--- src/rtl/seg_pkg.sv ---
// seg_pkg: shared constants, types and helpers for the seven-segment scan controller.
package seg_pkg;

  localparam int NUM_DIGITS = 4;

  // Anode patterns, active-low: all off, and one digit on.
  localparam logic [NUM_DIGITS-1:0] AN_OFF = 4'b1111;
  localparam logic [NUM_DIGITS-1:0] AN_D0  = 4'b1110;
  localparam logic [NUM_DIGITS-1:0] AN_D1  = 4'b1101;
  localparam logic [NUM_DIGITS-1:0] AN_D2  = 4'b1011;
  localparam logic [NUM_DIGITS-1:0] AN_D3  = 4'b0111;

  typedef enum logic [1:0] {
    IDLE  = 2'd0,
    BLANK = 2'd1,
    SHOW  = 2'd2
  } scan_state_t;

  // Four BCD/hex nibbles; element k drives digit k.
  typedef logic [NUM_DIGITS-1:0][3:0] digits_t;

  // Anode pattern that lights only the given digit.
  function automatic logic [NUM_DIGITS-1:0] an_sel(input logic [1:0] idx);
    logic [NUM_DIGITS-1:0] an;
    case (idx)
      2'd0:    an = AN_D0;
      2'd1:    an = AN_D1;
      2'd2:    an = AN_D2;
      default: an = AN_D3;
    endcase
    return an;
  endfunction

  // Index of the most significant nonzero nibble; 0 when the value is all zero.
  function automatic logic [1:0] msd_idx(input digits_t v);
    logic [1:0] m;
    m = 2'd0;
    for (int i = 1; i < NUM_DIGITS; i++) begin
      if (v[i] != 4'h0) m = i[1:0];
    end
    return m;
  endfunction

endpackage

--- src/rtl/seg_scan_ctrl_if.sv ---
// seg_scan_ctrl_if: load handshake and display-side signals of the scan controller.
// master = the value producer / observer, slave = the controller itself.
interface seg_scan_ctrl_if;
  logic        en;
  logic [15:0] value;
  logic        load;
  logic        load_ack;
  logic [3:0]  dat;
  logic [3:0]  an;
  logic        frame_tick;

  modport master (
    output en, value, load,
    input  load_ack, dat, an, frame_tick
  );

  modport slave (
    input  en, value, load,
    output load_ack, dat, an, frame_tick
  );
endinterface

--- src/rtl/seg_prescaler.sv ---
// seg_prescaler: slot-rate counter 0..CLK_DIV-1 with a wrap pulse.
// A synchronous clear holds it at zero while the scanner is idle or disabled.
module seg_prescaler #(
  parameter  int CLK_DIV = 50000,
  localparam int CW      = $clog2(CLK_DIV)
) (
  input  logic          clk,
  input  logic          rst_n,
  input  logic          clr_i,
  output logic [CW-1:0] cnt_o,
  output logic          tick_o
);

  localparam logic [CW-1:0] LAST = CW'(CLK_DIV - 1);

  logic [CW-1:0] cnt_q, cnt_d;

  assign tick_o = !clr_i && (cnt_q == LAST);
  assign cnt_o  = cnt_q;

  // Next count: clear wins, then wrap on the last slot cycle.
  always_comb begin
    cnt_d = cnt_q;
    if (clr_i)       cnt_d = '0;
    else if (tick_o) cnt_d = '0;
    else             cnt_d = cnt_q + CW'(1);
  end

  // Count register.
  always_ff @(posedge clk or negedge rst_n) begin
    if (!rst_n) cnt_q <= '0;
    else        cnt_q <= cnt_d;
  end

endmodule

--- src/rtl/seg_scan_ctrl.sv ---
// seg_scan_ctrl: 4-digit common-anode seven-segment scan controller.
// Each slot opens with BLANK_CYC all-off cycles so the 2-cycle segment decoder
// settles on the new nibble before its anode turns on. New values are staged
// in a pending register and swapped into the shadow only at frame boundaries
// (or straight away while idle), so a frame never mixes two values.
// Optional build macro LEADING_ZERO_BLANK_EN: keep anodes above the most
// significant nonzero digit dark (digit 0 always lights).
module seg_scan_ctrl
  import seg_pkg::*;
#(
  parameter int CLK_DIV   = 50000,
  parameter int BLANK_CYC = 4
) (
  input  logic           clk,
  input  logic           rst_n,
  seg_scan_ctrl_if.slave bus
);

  localparam int            CW         = $clog2(CLK_DIV);
  localparam logic [CW-1:0] BLANK_LAST = CW'(BLANK_CYC - 1);

  scan_state_t   state_q, state_d;
  logic [1:0]    idx_q, idx_d;
  digits_t       shadow_q, shadow_d;
  logic [15:0]   pend_val_q, pend_val_d;
  logic          pend_q, pend_d;
  logic          ack_q;

  logic [CW-1:0] cnt;
  logic          slot_tick;
  logic          presc_clr;
  logic          frame_tick;
  logic          commit;
  logic [15:0]   commit_val;
  logic          lit;

  // The prescaler only runs inside BLANK/SHOW, so the first BLANK cycle sees 0.
  assign presc_clr = !bus.en || (state_q == IDLE);

  seg_prescaler #(.CLK_DIV(CLK_DIV)) u_presc (
    .clk    (clk),
    .rst_n  (rst_n),
    .clr_i  (presc_clr),
    .cnt_o  (cnt),
    .tick_o (slot_tick)
  );

  assign frame_tick = (state_q == SHOW) && (idx_q == 2'd3) && slot_tick;

  // A load arriving with the commit is the newest value, so it goes straight in.
  assign commit     = (frame_tick && (pend_q || bus.load)) || ((state_q == IDLE) && pend_q);
  assign commit_val = bus.load ? bus.value : pend_val_q;

`ifdef LEADING_ZERO_BLANK_EN
  assign lit = (idx_q <= msd_idx(shadow_q));
`else
  assign lit = 1'b1;
`endif

  assign bus.dat        = shadow_q[idx_q];
  assign bus.an         = ((state_q == SHOW) && lit) ? an_sel(idx_q) : AN_OFF;
  assign bus.frame_tick = frame_tick;
  assign bus.load_ack   = ack_q;

  // Scan sequencing: IDLE -> BLANK -> SHOW, advancing digit on each slot tick.
  always_comb begin
    state_d = state_q;
    idx_d   = idx_q;
    unique case (state_q)
      IDLE: begin
        idx_d = 2'd0;
        if (bus.en) state_d = BLANK;
      end
      BLANK: begin
        if (!bus.en) begin
          state_d = IDLE;
          idx_d   = 2'd0;
        end else if (cnt == BLANK_LAST) begin
          state_d = SHOW;
        end
      end
      SHOW: begin
        if (!bus.en) begin
          state_d = IDLE;
          idx_d   = 2'd0;
        end else if (slot_tick) begin
          state_d = BLANK;
          idx_d   = idx_q + 2'd1;
        end
      end
      default: begin
        state_d = IDLE;
        idx_d   = 2'd0;
      end
    endcase
  end

  // Pending/shadow update: latest load wins, commit clears the flag.
  always_comb begin
    pend_val_d = pend_val_q;
    pend_d     = pend_q;
    shadow_d   = shadow_q;
    if (bus.load) begin
      pend_val_d = bus.value;
      pend_d     = 1'b1;
    end
    if (commit) begin
      shadow_d = commit_val;
      pend_d   = 1'b0;
    end
  end

  // State, data and ack registers.
  always_ff @(posedge clk or negedge rst_n) begin
    if (!rst_n) begin
      state_q    <= IDLE;
      idx_q      <= 2'd0;
      shadow_q   <= '0;
      pend_val_q <= '0;
      pend_q     <= 1'b0;
      ack_q      <= 1'b0;
    end else begin
      state_q    <= state_d;
      idx_q      <= idx_d;
      shadow_q   <= shadow_d;
      pend_val_q <= pend_val_d;
      pend_q     <= pend_d;
      ack_q      <= commit;
    end
  end

endmodule

--- src/flat_wrapper.sv ---
// flat-port wrapper written by rule: the top's interface ports become plain ports
module seg_scan_ctrl_flat import seg_pkg::*;
#(
  parameter int CLK_DIV   = 50000,
  parameter int BLANK_CYC = 4
)
  (clk, rst_n, bus_en, bus_value, bus_load, bus_load_ack, bus_dat, bus_an, bus_frame_tick);
  seg_scan_ctrl_if bus_i ();
  input  logic clk;
  input  logic rst_n;
  input wire logic [$bits(bus_i.en)-1:0] bus_en;
  input wire logic [$bits(bus_i.value)-1:0] bus_value;
  input wire logic [$bits(bus_i.load)-1:0] bus_load;
  output wire logic [$bits(bus_i.load_ack)-1:0] bus_load_ack;
  output wire logic [$bits(bus_i.dat)-1:0] bus_dat;
  output wire logic [$bits(bus_i.an)-1:0] bus_an;
  output wire logic [$bits(bus_i.frame_tick)-1:0] bus_frame_tick;
  assign bus_i.en = bus_en;
  assign bus_i.value = bus_value;
  assign bus_i.load = bus_load;
  assign bus_load_ack = bus_i.load_ack;
  assign bus_dat = bus_i.dat;
  assign bus_an = bus_i.an;
  assign bus_frame_tick = bus_i.frame_tick;
  seg_scan_ctrl #(.CLK_DIV(CLK_DIV), .BLANK_CYC(BLANK_CYC)) u_core (.clk(clk), .rst_n(rst_n), .bus(bus_i));
endmodule
--- config.mk ---
export PLATFORM = sky130hd
export DESIGN_NAME = seg_scan_ctrl_flat
export DESIGN_NICKNAME = d
export VERILOG_FILES = /design/src/rtl/seg_pkg.sv /design/src/rtl/seg_scan_ctrl_if.sv /design/src/rtl/seg_prescaler.sv /design/src/rtl/seg_scan_ctrl.sv /design/src/flat_wrapper.sv
export SDC_FILE = /design/constraint.sdc
export NUM_CORES = 1
export LEC_CHECK = 0
export ABC_AREA = 1
export BUFFER_PORTS_ARGS = -buffer_cell sky130_fd_sc_hd__buf_2
export CORE_MARGIN = 3
export CORE_UTILIZATION = 45
export DETAILED_ROUTE_END_ITERATION = 10
export MAX_ROUTING_LAYER = met4
export SKIP_CTS_REPAIR_TIMING = 1
export SYNTH_ARGS = -nofsm -noshare
export SYNTH_HDL_FRONTEND = slang
export SYNTH_SLANG_ARGS = --single-unit
--- constraint.sdc ---
create_clock -name clk -period 2.05 [get_ports clk]
set_input_delay 0.41 -clock clk [delete_from_list [all_inputs] [get_ports clk]]
set_output_delay 0.41 -clock clk [all_outputs]
set_load 0.01 [all_outputs]
# Word level (Yosys, flattened, before mapping)
# Index checks and enable logic that the tools add are counted.
# totals
word_cells	58
regBits	54
input_bits	20
out_inout_bits	10
# classes
n_reduce_logical	15
n_mux	19
eq_ne	11
addsub	2
magnitude_cmp	1
# op_table
operator	n
$mux 16	3
$add 16x1->16 const B	1
$eq 16x16->1 const B	1
$eq 16x2->1 const B	1
$mux 2	8
$pmux 4 s3	1
$bmux 4 s2	1
$mux 4	2
$eq 2x2->1 const B	3
$ne 3x2->1 const B	2
$pmux 2 s3	1
$logic_and 1x1->1	5
$eq 2x1->1 const B	2
$logic_not 2->1	2
$ne 2x2->1 const B	2
$pmux 2 s2	1
$logic_or 1x1->1	3
$lt 2x3->1 const B	1
$reduce_and 3->1	1
$add 2x1->2 const B	1
$logic_not 1->1	2
$mux 1	2
$reduce_and 2->1	1
$reduce_bool 2->1	1

# Depth between registers and ports, before layout
# logic_depth
ltp_word	8
ltp_mapped	10
mapped_depth_nobuf	10

# By module
# A second synthesis with hierarchy kept.
# hier_totals
cells_unflattened	345
area_unflattened_um2	2735.1
# by_module_without_submodules
mod	seq_area_each_um2	instances	cells_each	area_each_um2
seg_scan_ctrl	950.9	1	218	1803.0
seg_prescaler	400.4	1	127	932.1

# Worst setup path before layout
# No wires, ideal clock.
# synth_path
path_kind	reg2out
startpoint	register u_core.u_presc.cnt_q[0], in the netlist u_core.u_presc.cnt_o[0]
endpoint	output bus_frame_tick
required_ps	1640
t_arrival_ps	1105
path_slack_ps	535
path_stages_with_launch	8
path_cell_list	dfrtp_1 > ha_1 > nand2_2 > nor2_4 > nand2_2 > nor2_4 > nand3_2 > inv_1
# synth_via
elab_chain_len	3
# synth_lines
element	line_no	source
start: declaration	seg_prescaler.sv:16	logic [CW-1:0] cnt_q, cnt_d;
start signal: assignment	seg_prescaler.sv:32	else cnt_q <= cnt_d;
$eq 16x16->1	seg_prescaler.sv:18	assign tick_o = !clr_i && (cnt_q == LAST);
$logic_and 1x1->1	seg_prescaler.sv:18	
$logic_and 1x1->1	seg_scan_ctrl.sv:48	assign frame_tick = (state_q == SHOW) && (idx_q == 2'd3) && slot_tick;
end: declaration	flat_wrapper.sv:17	output wire logic [$bits(bus_i.frame_tick)-1:0] bus_frame_tick;
# No other way between the ends.

# Final worst setup path
# Same ends and word-level chain as after synthesis.

==> impl_metrics.tcl <==
set metrics [dict create \
    status "finished, final reports clean" \
    setup-violations-final 0 \
    setup.worst_path.end_class "output port" \
    globalRoute.busiestLayer "met1" \
    hold_path.class "in2async" \
    worst_setup_path_endpoint "bus_frame_tick" \
    post-synth-top-area-fraction_pct 49.2 \
    routed_wl_um 5900 \
    die_area_um2 7080 \
    worst_slew_margin_rel_pct 68.1 \
    fmaxAchievable_mhz 505 \
    ios 30 \
    timing.setup.critical_path_class "reg2out" \
    gr-usage-met2_pct 23.2 \
    antenna_left 0 \
    totalNegativeSetupSlack_ps 0 \
    reg2reg_from "u_core.u_presc.cnt_o[0]" \
    synth_cell_types 34 \
    ctsHtreeMaxLevel 2 \
    numCtsBuffers 5 \
    drt-wirelength-per-cell_um 13.1 \
    syn_avg_cell_area_um2 8.08 \
    preCtsSetupSlack_ps 273 \
    grt_pass1_vias 2043 \
    layout-drive-gt1-share_pct 20.4 \
    worstPathMaxFanout 4 \
    rows 27 \
    cts_buffer_depth 2 \
    tritoncts "built" \
    final_worst_setup_slack_ps 69.0 \
    skew_pair_late_insertion_delay_ps 310 \
    antenna_cells_inserted 0 \
    track_usage_pct 18.0 \
    synth.yosys.seq_area_share_pct 49.2 \
    areaGrowthSynthToFinish_pct 13.9 \
    placement.io_buffers 29 \
    max_stage_delay_ps 420 \
    timing.critical_path.required_ps 1640 \
    clock_skew_ps 5.21 \
    power.density_cell_area_nw_per_um2 952 \
    num-nets-final 401 \
    stdcell_count 449 \
    peakVddDrop_v 0.000458 \
    postSynth.topFlopCell "sky130_fd_sc_hd__dfrtp_1" \
    netSwitchingFraction_pct 37.0 \
    number_of_cells_on_the_worst_reg_to_reg_path 9 \
    via_count 2207 \
    post_drt_via_cell_ratio 4.92 \
    grt_start_max_net_pins 55 \
    groute.layer.met3.usage_pct 3.34 \
    finalCritPeriodShare_pct 96.6 \
    routabilityCongestion 0.829 \
    leakagePower_nw 1.62 \
    total_switching_power_mw 1.10 \
    grt_remaining_overflow 0 \
    first_pass_grt_wire_length_um 9940 \
    yosys_warnings 0 \
    register_to_register_setup_slack_ps 340 \
    critical_path.most_common_cell "sky130_fd_sc_hd__nor2_4" \
    critPathLaunch "u_core.u_presc.cnt_o[0]" \
    cpMaxStageDelayCell "sky130_fd_sc_hd__dfrtp_1" \
    hold_viol 0 \
    detail_route.iter0.violations 101 \
    dp_hpwl_um 4240 \
    dp_cells 436 \
    worst_slew_pin_slew_ps 479 \
    power_report.internal_total_mw 1.88 \
    hold_slack_final_ps 76.7 \
    drtPass1Iterations 4 \
    synthesis.nets 365 \
    drc_errors 0 \
    fp.coreArea_um2 5710 \
    clockPowerShare_pct 21.2 \
    synthesis.instances 340 \
    crit_chain "ha_4 -> nand2_4 -> nor2_4 -> nand2_2 -> nor2_4 -> nand3_4 -> inv_2 -> buf_6" \
    grt_antenna_before_repair 0 \
    placed_area_um2 2960 \
    synth-seq-cells 54 \
    post_synth_most_frequent_cells "110 x sky130_fd_sc_hd__nand2_1, 54 x sky130_fd_sc_hd__dfrtp_1, 41 x sky130_fd_sc_hd__nand3_1, 33 x sky130_fd_sc_hd__inv_1, 25 x sky130_fd_sc_hd__nor2_1" \
    yosys.cell_count.top_type "sky130_fd_sc_hd__nand2_1" \
    synthesis.area_um2 2750 \
    stdcell_area_um2 3130 \
    max_capacitance_violation_total 0 \
    clock_sink_count 54 \
    fill_cells 561 \
    grt_setup_unrepaired "yes" \
    seqPwrFrac_pct 47.3 \
    met1_track_demand_over_resource_pct 28.6 \
    start_util_pct 48.1 \
    r2r-end "u_core.u_presc.cnt_o[12]" \
    slew_violations 0 \
    die_height_um 84.2 \
    synth-edff-count 0 \
    part_of_the_total_power_dissipated_in_combinational_logic_pct 31.4 \
    crit_path_start_kind "flop" \
    path_clk_slew_ps 100 \
    ys_async_sr_fraction_pct 100 \
    synth_top_area_cell "sky130_fd_sc_hd__dfrtp_1" \
    synth.top_cells.by_area "sky130_fd_sc_hd__dfrtp_1 49%, sky130_fd_sc_hd__nand2_1 15%, sky130_fd_sc_hd__nand3_1 7.5%, sky130_fd_sc_hd__inv_1 4.5%, sky130_fd_sc_hd__nor2_1 3.4%" \
    final_period_minus_worst_setup_slack_ps 1980 \
    clk_root_buffer_cell "sky130_fd_sc_hd__clkbuf_8" \
    die_width_um 84.2 \
    worst-endpoint-arrival_ps 1570 \
]
-- area by class of cell --
type / instances / area, um2 / area share, %
clock inverters: 2 / 12.5 / 0.400
multi-input cells: 240 / 1220 / 39.0
repair buffers: 37 / 224 / 7.15
clock buffers: 6 / 82.6 / 2.64
inverters: 38 / 146 / 4.67
flip-flops and latches: 54 / 1350 / 43.2
well taps: 72 / 90.1 / 2.88
-- metrics by stage --
step,total power [mW],utilization [%]
finish,2.98,54.9
global route,3.22,54.9
detailed placement,2.34,51.8
global placement,2.32,51.8
floorplan,2.10,-
CTS,2.96,53.5
-- layer usage --
metal	up-vias	wire (um)
li1	1149	-
met1	998	3260
met2	54	2320
met3	6	257
met4	0	55
met5	-	0
-- critical path, delay by kind of cell (launching register included) --
family,cells,cell delay [ps]
and+or+nand+nor,5,510
DFF,1,420
adders and majority gates,1,180
buffers and inverters,2,150
-- cells by family (layout without fill, tap and decap cells) --
group | after synthesis | count (layout) | synth area share, %
fa+ha+maj | 5 | 5 | 2.28
compound gates | 28 | 28 | 5.55
simple gates | 206 | 206 | 35.3
xor+xnor | 1 | 1 | 0.319
buf+inv | 46 | 83 | 7.37
flops | 54 | 54 | 49.2
-- state kept, by name, indices dropped and copies added, names as in the netlist --
register              flops
u_core.bus.load_ack       1
u_core.idx_q              2
u_core.pend_q             1
u_core.pend_val_q        16
u_core.shadow_q          16
u_core.state_q            2
u_core.u_presc.cnt_o     16
-- worst min path at each step --
stage | start | end | slack, ps | depth (start not counted)
6_report | rst_n | u_core.u_presc.cnt_o[9] | 80 | 2
5_1_grt | rst_n | u_core.state_q[0] | 90 | 2
4_1_cts | rst_n | u_core.idx_q[1] | 90 | 2
3_5_place_dp | rst_n | u_core.u_presc.cnt_o[9] | 430 | 2
3_3_place_gp | rst_n | u_core.u_presc.cnt_o[9] | 430 | 2
2_1_floorplan | rst_n | u_core.bus.load_ack | 110 | 0
-- cell usage in the layout, fill, tap and decap left out, types with 3 or more instances in the layout --
| cell type | Yosys | layout |
|---|---|---|
| sky130_fd_sc_hd__nand3_2 | 5 | 4 |
| sky130_fd_sc_hd__nand2_2 | 4 | 3 |
| sky130_fd_sc_hd__inv_2 | 3 | 4 |
| sky130_fd_sc_hd__nor2_1 | 25 | 24 |
| sky130_fd_sc_hd__clkbuf_8 | 0 | 6 |
| sky130_fd_sc_hd__buf_4 | 1 | 7 |
| sky130_fd_sc_hd__a21oi_1 | 7 | 7 |
| sky130_fd_sc_hd__buf_2 | 3 | 28 |
| sky130_fd_sc_hd__nand2_1 | 110 | 110 |
| sky130_fd_sc_hd__o22ai_1 | 4 | 4 |
| sky130_fd_sc_hd__nor2_2 | 6 | 7 |
| sky130_fd_sc_hd__nor3b_1 | 3 | 3 |
| sky130_fd_sc_hd__nor2_4 | 4 | 4 |
| sky130_fd_sc_hd__inv_1 | 33 | 32 |
| sky130_fd_sc_hd__ha_1 | 5 | 4 |
| sky130_fd_sc_hd__nand3_1 | 41 | 41 |
| sky130_fd_sc_hd__dfrtp_1 | 54 | 52 |
| sky130_fd_sc_hd__o21ai_0 | 12 | 12 |
-- power by group through the flow --
stage / clock [mW] / combinational (mW) / sequential (mW)
after detailed placement: 0 / 0.908 / 1.43
after floorplan: 0 / 0.714 / 1.39
after CTS: 0.649 / 0.910 / 1.41
after global routing: 0.704 / 1.08 / 1.44
after global placement: 0 / 0.899 / 1.42
final: 0.633 / 0.937 / 1.41
(Power assumes the default switching activity.)
